$ cat config.mk
export PLATFORM = sky130hd
export DESIGN_NAME = dram_access_ctrl
export DESIGN_NICKNAME = d
export VERILOG_FILES = /design/src/rtl/dram_ctrl_pkg.sv /design/src/rtl/dram_lane_unit.sv /design/src/rtl/dram_access_ctrl.sv
export SDC_FILE = /design/constraint.sdc
export NUM_CORES = 1
export LEC_CHECK = 0
export ABC_CLOCK_PERIOD_IN_PS = 3100
export CAP_MARGIN = 10
export CORE_MARGIN = 2
export CORE_UTILIZATION = 35
export CTS_CLUSTER_SIZE = 30
export DETAILED_ROUTE_END_ITERATION = 8
export GPL_TIMING_DRIVEN = 1
export PLACE_DENSITY = 0.66
export SLEW_MARGIN = 20
export SYNTH_ARGS = -nofsm -noshare
export SYNTH_HDL_FRONTEND = slang
export SYNTH_SLANG_ARGS = --single-unit
$ cat constraint.sdc
create_clock -name clk_i -period 3.1 [get_ports clk_i]
set_clock_uncertainty 0.1 [all_clocks]
set_input_delay 0.465 -clock clk_i [delete_from_list [all_inputs] [get_ports clk_i]]
set_output_delay 0.465 -clock clk_i [all_outputs]
set_load 0.03 [all_outputs]
$ cat src/rtl/dram_ctrl_pkg.sv
// rtl/dram_ctrl_pkg.sv - shared types, size codes and alignment check for the DRAM access controller
package dram_ctrl_pkg;

  typedef enum logic [1:0] {IDLE, ACCESS, WRITE, DONE} state_t;

  localparam logic [1:0] SEL_BYTE = 2'b00;
  localparam logic [1:0] SEL_HALF = 2'b01;
  localparam logic [1:0] SEL_WORD = 2'b11;

  // The reserved size code is reported the same way as a misaligned access
  function automatic logic misaligned(input logic [1:0] adr, input logic [1:0] sel);
    case (sel)
      SEL_BYTE: return 1'b0;
      SEL_HALF: return adr[0];
      SEL_WORD: return adr != 2'b00;
      default:  return 1'b1;
    endcase
  endfunction

endpackage

$ cat src/rtl/dram_lane_unit.sv
// rtl/dram_lane_unit.sv - byte/half lane extraction with sign extension and store merge
module dram_lane_unit
  import dram_ctrl_pkg::*;
(
  input  logic [31:0] word,
  input  logic [1:0]  adr,
  input  logic [1:0]  sel,
  input  logic [31:0] wd,
  output logic [31:0] load_val,
  output logic [31:0] merged
);

  logic [7:0]  byte_lane;
  logic [15:0] half_lane;

  always_comb begin
    byte_lane = word[{adr, 3'b000} +: 8];
    half_lane = word[{adr[1], 4'b0000} +: 16];
    load_val  = word;
    merged    = word;
    case (sel)
      SEL_BYTE: begin
        load_val                     = {{24{byte_lane[7]}}, byte_lane};
        merged[{adr, 3'b000} +: 8]   = wd[7:0];
      end
      SEL_HALF: begin
        load_val                     = {{16{half_lane[15]}}, half_lane};
        merged[{adr[1], 4'b0000} +: 16] = wd[15:0];
      end
      SEL_WORD: merged = wd;
      default: ;
    endcase
  end

endmodule

$ cat src/rtl/dram_access_ctrl.sv
// rtl/dram_access_ctrl.sv - two-port round-robin DRAM access controller with sub-word read-modify-write
module dram_access_ctrl
  import dram_ctrl_pkg::*;
(
  input  logic        clk_i,
  input  logic        reset_i,
  input  logic        p0_req_i,
  input  logic        p0_we_i,
  input  logic [15:0] p0_adr_i,
  input  logic [31:0] p0_wd_i,
  input  logic [1:0]  p0_sel_i,
  output logic        p0_ack_o,
  output logic        p0_err_o,
  output logic [31:0] p0_rd_o,
  input  logic        p1_req_i,
  input  logic        p1_we_i,
  input  logic [15:0] p1_adr_i,
  input  logic [31:0] p1_wd_i,
  input  logic [1:0]  p1_sel_i,
  output logic        p1_ack_o,
  output logic        p1_err_o,
  output logic [31:0] p1_rd_o,
  output logic [13:0] ram_adr_o,
  output logic        ram_we_o,
  output logic [31:0] ram_wd_o,
  input  logic [31:0] ram_rd_i
);

  state_t      state;
  logic        gnt, last_gnt, we_q;
  logic [15:0] adr_q;
  logic [31:0] wd_q, mbuf;
  logic [1:0]  sel_q;
  logic [1:0]  ack_q, err_q;
  logic [31:0] rd_q [2];

  logic        any_req, win, req_we;
  logic [15:0] req_adr;
  logic [31:0] req_wd;
  logic [1:0]  req_sel;
  logic [31:0] lane_word, load_val, merged;

  // On a tie the port that did not win last time is granted
  always_comb begin
    any_req = p0_req_i | p1_req_i;
    win     = (p0_req_i & p1_req_i) ? ~last_gnt : p1_req_i;
    req_we  = win ? p1_we_i  : p0_we_i;
    req_adr = win ? p1_adr_i : p0_adr_i;
    req_wd  = win ? p1_wd_i  : p0_wd_i;
    req_sel = win ? p1_sel_i : p0_sel_i;
  end

  assign lane_word = (state == WRITE) ? mbuf : ram_rd_i;

  dram_lane_unit u_lane (
    .word     (lane_word),
    .adr      (adr_q[1:0]),
    .sel      (sel_q),
    .wd       (wd_q),
    .load_val (load_val),
    .merged   (merged)
  );

  // Write strobe depends only on registered state so reset drops it at once
  assign ram_we_o  = (state == WRITE) || (state == ACCESS && we_q && sel_q == SEL_WORD);
  assign ram_adr_o = (state == ACCESS || state == WRITE) ? adr_q[15:2] : 14'd0;
  assign ram_wd_o  = ram_we_o ? merged : 32'd0;

  assign p0_ack_o = ack_q[0];
  assign p1_ack_o = ack_q[1];
  assign p0_err_o = err_q[0];
  assign p1_err_o = err_q[1];
  assign p0_rd_o  = rd_q[0];
  assign p1_rd_o  = rd_q[1];

  always_ff @(posedge clk_i or negedge reset_i) begin
    if (!reset_i) begin
      state    <= IDLE;
      last_gnt <= 1'b1;
      gnt      <= 1'b0;
      we_q     <= 1'b0;
      adr_q    <= '0;
      wd_q     <= '0;
      sel_q    <= '0;
      mbuf     <= '0;
      ack_q    <= '0;
      err_q    <= '0;
      rd_q[0]  <= '0;
      rd_q[1]  <= '0;
    end else begin
      ack_q <= '0;
      err_q <= '0;
      case (state)
        IDLE: if (any_req) begin
          gnt      <= win;
          last_gnt <= win;
          we_q     <= req_we;
          adr_q    <= req_adr;
          wd_q     <= req_wd;
          sel_q    <= req_sel;
          if (misaligned(req_adr[1:0], req_sel)) begin
            ack_q[win] <= 1'b1;
            err_q[win] <= 1'b1;
            rd_q[win]  <= '0;
            state      <= DONE;
          end else begin
            state <= ACCESS;
          end
        end
        ACCESS: begin
          if (!we_q) begin
            rd_q[gnt]  <= load_val;
            ack_q[gnt] <= 1'b1;
            state      <= DONE;
          end else if (sel_q == SEL_WORD) begin
            ack_q[gnt] <= 1'b1;
            state      <= DONE;
          end else begin
            mbuf  <= ram_rd_i;
            state <= WRITE;
          end
        end
        WRITE: begin
          ack_q[gnt] <= 1'b1;
          state      <= DONE;
        end
        default: state <= IDLE;
      endcase
    end
  end

endmodule
==> impl_metrics.csv <==
group,metric,value,unit
run_status,status,"finished with violations",
run_status,failed_checks,"negative setup slack",
synth,synth-edff-count,0,
timing,max_freq,319,MHz
floorplan,initial_core_util,0.353,
synth,ys_seq_area_frac,0.440,
worst_setup_path,cp_top_family,"compound AO/OA/AOI/OAI gates",
floorplan,die_x,163,um
worst_setup_path,cp_slowest_stage_delay,0.53,ns
final_layout,areaGrowthSynthToFinish,51.2,%
synth,mappedNetlistArea,8810,sq um
timing,hold_viol_final,0,
cts,clock_path_buffers,2,
hold_path,hold_path.class,"reg2reg",
pwr,pwr_density_cell,1220,nW/um^2
cts,clock-sinks,155,
final_layout,drive_gt1_frac,0.257,
routing,ant_nets,0,
synth,yosysWarnings,0,
synth,syn_nets,982,
final_layout,final_common_cell,"clkdlybuf4s50_1",
routing,vias,8236,
job,cap_violations,0,
floorplan,fp.dieH,163,um
place,dp_cells,1401,
cts,cts_htree_levels,4,
cts,numCtsBuffers,17,
grt,grt_max_degree,76,
cts,cts.clk_slew.worst_paths,0.07,ns
routing,drt_iter0_drc,777,
timing,rsz0062_at_grt,"yes",
final_layout,stdcell_count,1465,
grt,grt_usage,0.241,
cts,clkLatencyLatePin,0.43,ns
place,gp_congestion,0.899,
synth,synth_flop_cell,"dfrtp_1",
routing,wl_per_cell,21.9,um
timing,timing.final.ws_setup,-0.0301,ns
grt,overflow,0,
worst_setup_path,slowest_stage,"a222oi_1",
grt,grt_pass1_vias,8117,
worst_setup_path,cp-end-kind,"primary output",
place,place_hpwl,23900,um
cts,cts_tree,"yes",
worst_setup_path,path_buf_inv,4,
synth,synth_cell_types,52,
final_layout,finish.instance_area,13300,sq um
synth,synthCells,835,
worst_setup_path,arrival,2.57,ns
pwr,p_leak,5.52,nW
worst_setup_path,criticalPathCategory,"reg2out",
routing,wirelength,32100,um
floorplan,die_area,26500,sq um
timing,slew_violations,0,
place,portBuffers,252,
routing,dr.pass1.iters,7,
synth,syn-mean-instance-area,10.5,sq um
place,dp_slack,0.0493,ns
cts,cts_root_buf,"clkbuf_16",
pwr,ir_drop,0.693,mV
final_layout,layout_common_cells,"clkdlybuf4s50_1, dfrtp_1, buf_4",
timing,tightest_slew,1.04,ns
routing,viasPerCell,5.62,
pwr,power,16.2,mW
place,placed_area,12200,sq um
worst_setup_path,crit_top_cell,"buf_4",
worst_setup_path,path_cells,"inv_2, ha_4, buf_6, buf_4, mux2_2, a222oi_1, nor2_1, buf_4",
synth,ys_ff_latch,155,
floorplan,coreArea,25000,sq um
worst_setup_path,cp.required,2.53,ns
grt,grt_pass1_wl,48400,um
timing,setup_viol,7,
timing,min_period_over_period,1.01,
floorplan,io_pins,253,
timing,slew_headroom,0.304,
routing,route.detailed.drc,0,
grt,antenna_found_initial,1,
floorplan,num_rows,58,
final_layout,nets,1268,
timing,period_minus_slack,3.13,ns
worst_setup_path,path_max_fanout,7,
synth,async_reset_ff_frac,1.00,
worst_setup_path,startpoint_type,"flip-flop",
==> Yosys cell counts, types with 2 or more instances <==
cell | number | area, sq um
a211oi_1 | 2 | 15.0
a21oi_1 | 50 | 250
a221o_1 | 10 | 100
a222oi_1 | 8 | 80.1
a22o_1 | 51 | 447
a22oi_1 | 56 | 420
a32o_1 | 14 | 140
a32oi_1 | 2 | 17.5
and2_1 | 15 | 93.8
buf_1 | 6 | 22.5
buf_2 | 20 | 100
buf_4 | 5 | 37.5
buf_6 | 7 | 78.8
clkbuf_1 | 34 | 128
dfrtp_1 | 154 | 3850
ha_1 | 9 | 113
inv_1 | 24 | 90.1
mux2_2 | 51 | 574
mux2i_1 | 20 | 200
mux4_2 | 30 | 676
nand2_1 | 80 | 300
nand2b_1 | 5 | 31.3
nand3_1 | 8 | 40.0
nor2_1 | 66 | 248
nor3_2 | 2 | 20.0
nor3_4 | 2 | 32.5
o21ai_0 | 63 | 315
o22ai_1 | 17 | 106
==> routing by layer <==
metal | GRT usage | routed length, um
met3 | 0.0451 | 2570
met1 | 0.321 | 13100
met2 | 0.391 | 15200
met5 | 0 | 0
met4 | 0.0961 | 1180
==> final timing paths <==
kind                       slack (ns)           end  depth (start not counted)  startpoint
max                             -0.03  ram_wd_o[15]                          8    state[0]
min                              0.37     adr_q[15]                          2   adr_q[15]
max in group asynchronous        1.61      adr_q[5]                          3     reset_i
min reg2reg                      0.37     adr_q[15]                          2   adr_q[15]
min in group asynchronous        0.53      mbuf[20]                          2     reset_i
max reg2reg                      0.28   p1_rd_o[23]                          9    adr_q[0]
==> cell families after synthesis <==
| kind of cell | count (synthesis) | share of synthesized area |
|---|---|---|
| compound gates | 286 | 0.231 |
| simple gates | 186 | 0.0955 |
| flops | 155 | 0.440 |
| mux | 102 | 0.168 |
| buf+inv | 97 | 0.0523 |
| fa+ha+maj | 9 | 0.0128 |
==> stage by stage <==
stage                      TNS, ns  hold WS, ns  utilization
after floorplan                  0       0.0694            -
after global placement           0        0.352        0.488
after detailed placement         0        0.363        0.488
after CTS                 -0.00924        0.380        0.527
after global routing         -1.50        0.408        0.533
final                      -0.0968        0.374        0.533
==> report_power, final <==
group | switching (mW) | total, mW | internal [mW]
clock | 0.959 | 2.20 | 1.25
sequential | 0.813 | 3.75 | 2.94
combinational | 5.55 | 10.2 | 4.69
total | 7.32 | 16.2 | 8.87
==> flip-flops by register name (all words and copies together), names as in the netlist <==
register,cells
ack_q,2
adr_q,16
err_q,2
gnt,1
last_gnt,1
mbuf,32
p0_rd_o,32
p1_rd_o,32
sel_q,2
state,2
wd_q,32
we_q,1
==> layout make-up <==
class / count / area, sq um
fillers: 2267 / 11600
diodes: 1 / 2.50
multi-input cells: 583 / 4790
flip-flops and latches: 155 / 3880
repair buffers: 339 / 3520
clock inverters: 14 / 171
clock buffers: 18 / 439
well taps: 330 / 413
inverters: 25 / 96.3
==> repair_timing <==
action,4_1_cts,5_1_grt
endpoints found under the hold margin,2,0
hold buffers,1,0
buffers inserted,20,9
endpoints found under the setup margin,28,30
pin swaps,9,10
gates resized for setup,37,23
cloned,1,0
==> tightest hold or removal path, delay by kind of cell (launching register included) <==
| family | cells | cell delay [ns] |
|---|---|---|
| DFF | 1 | 0.34 |
| and+or+nand+nor | 1 | 0.04 |
| AOI/OAI and AO/OA | 1 | 0.06 |
(Power assumes the default switching activity.)
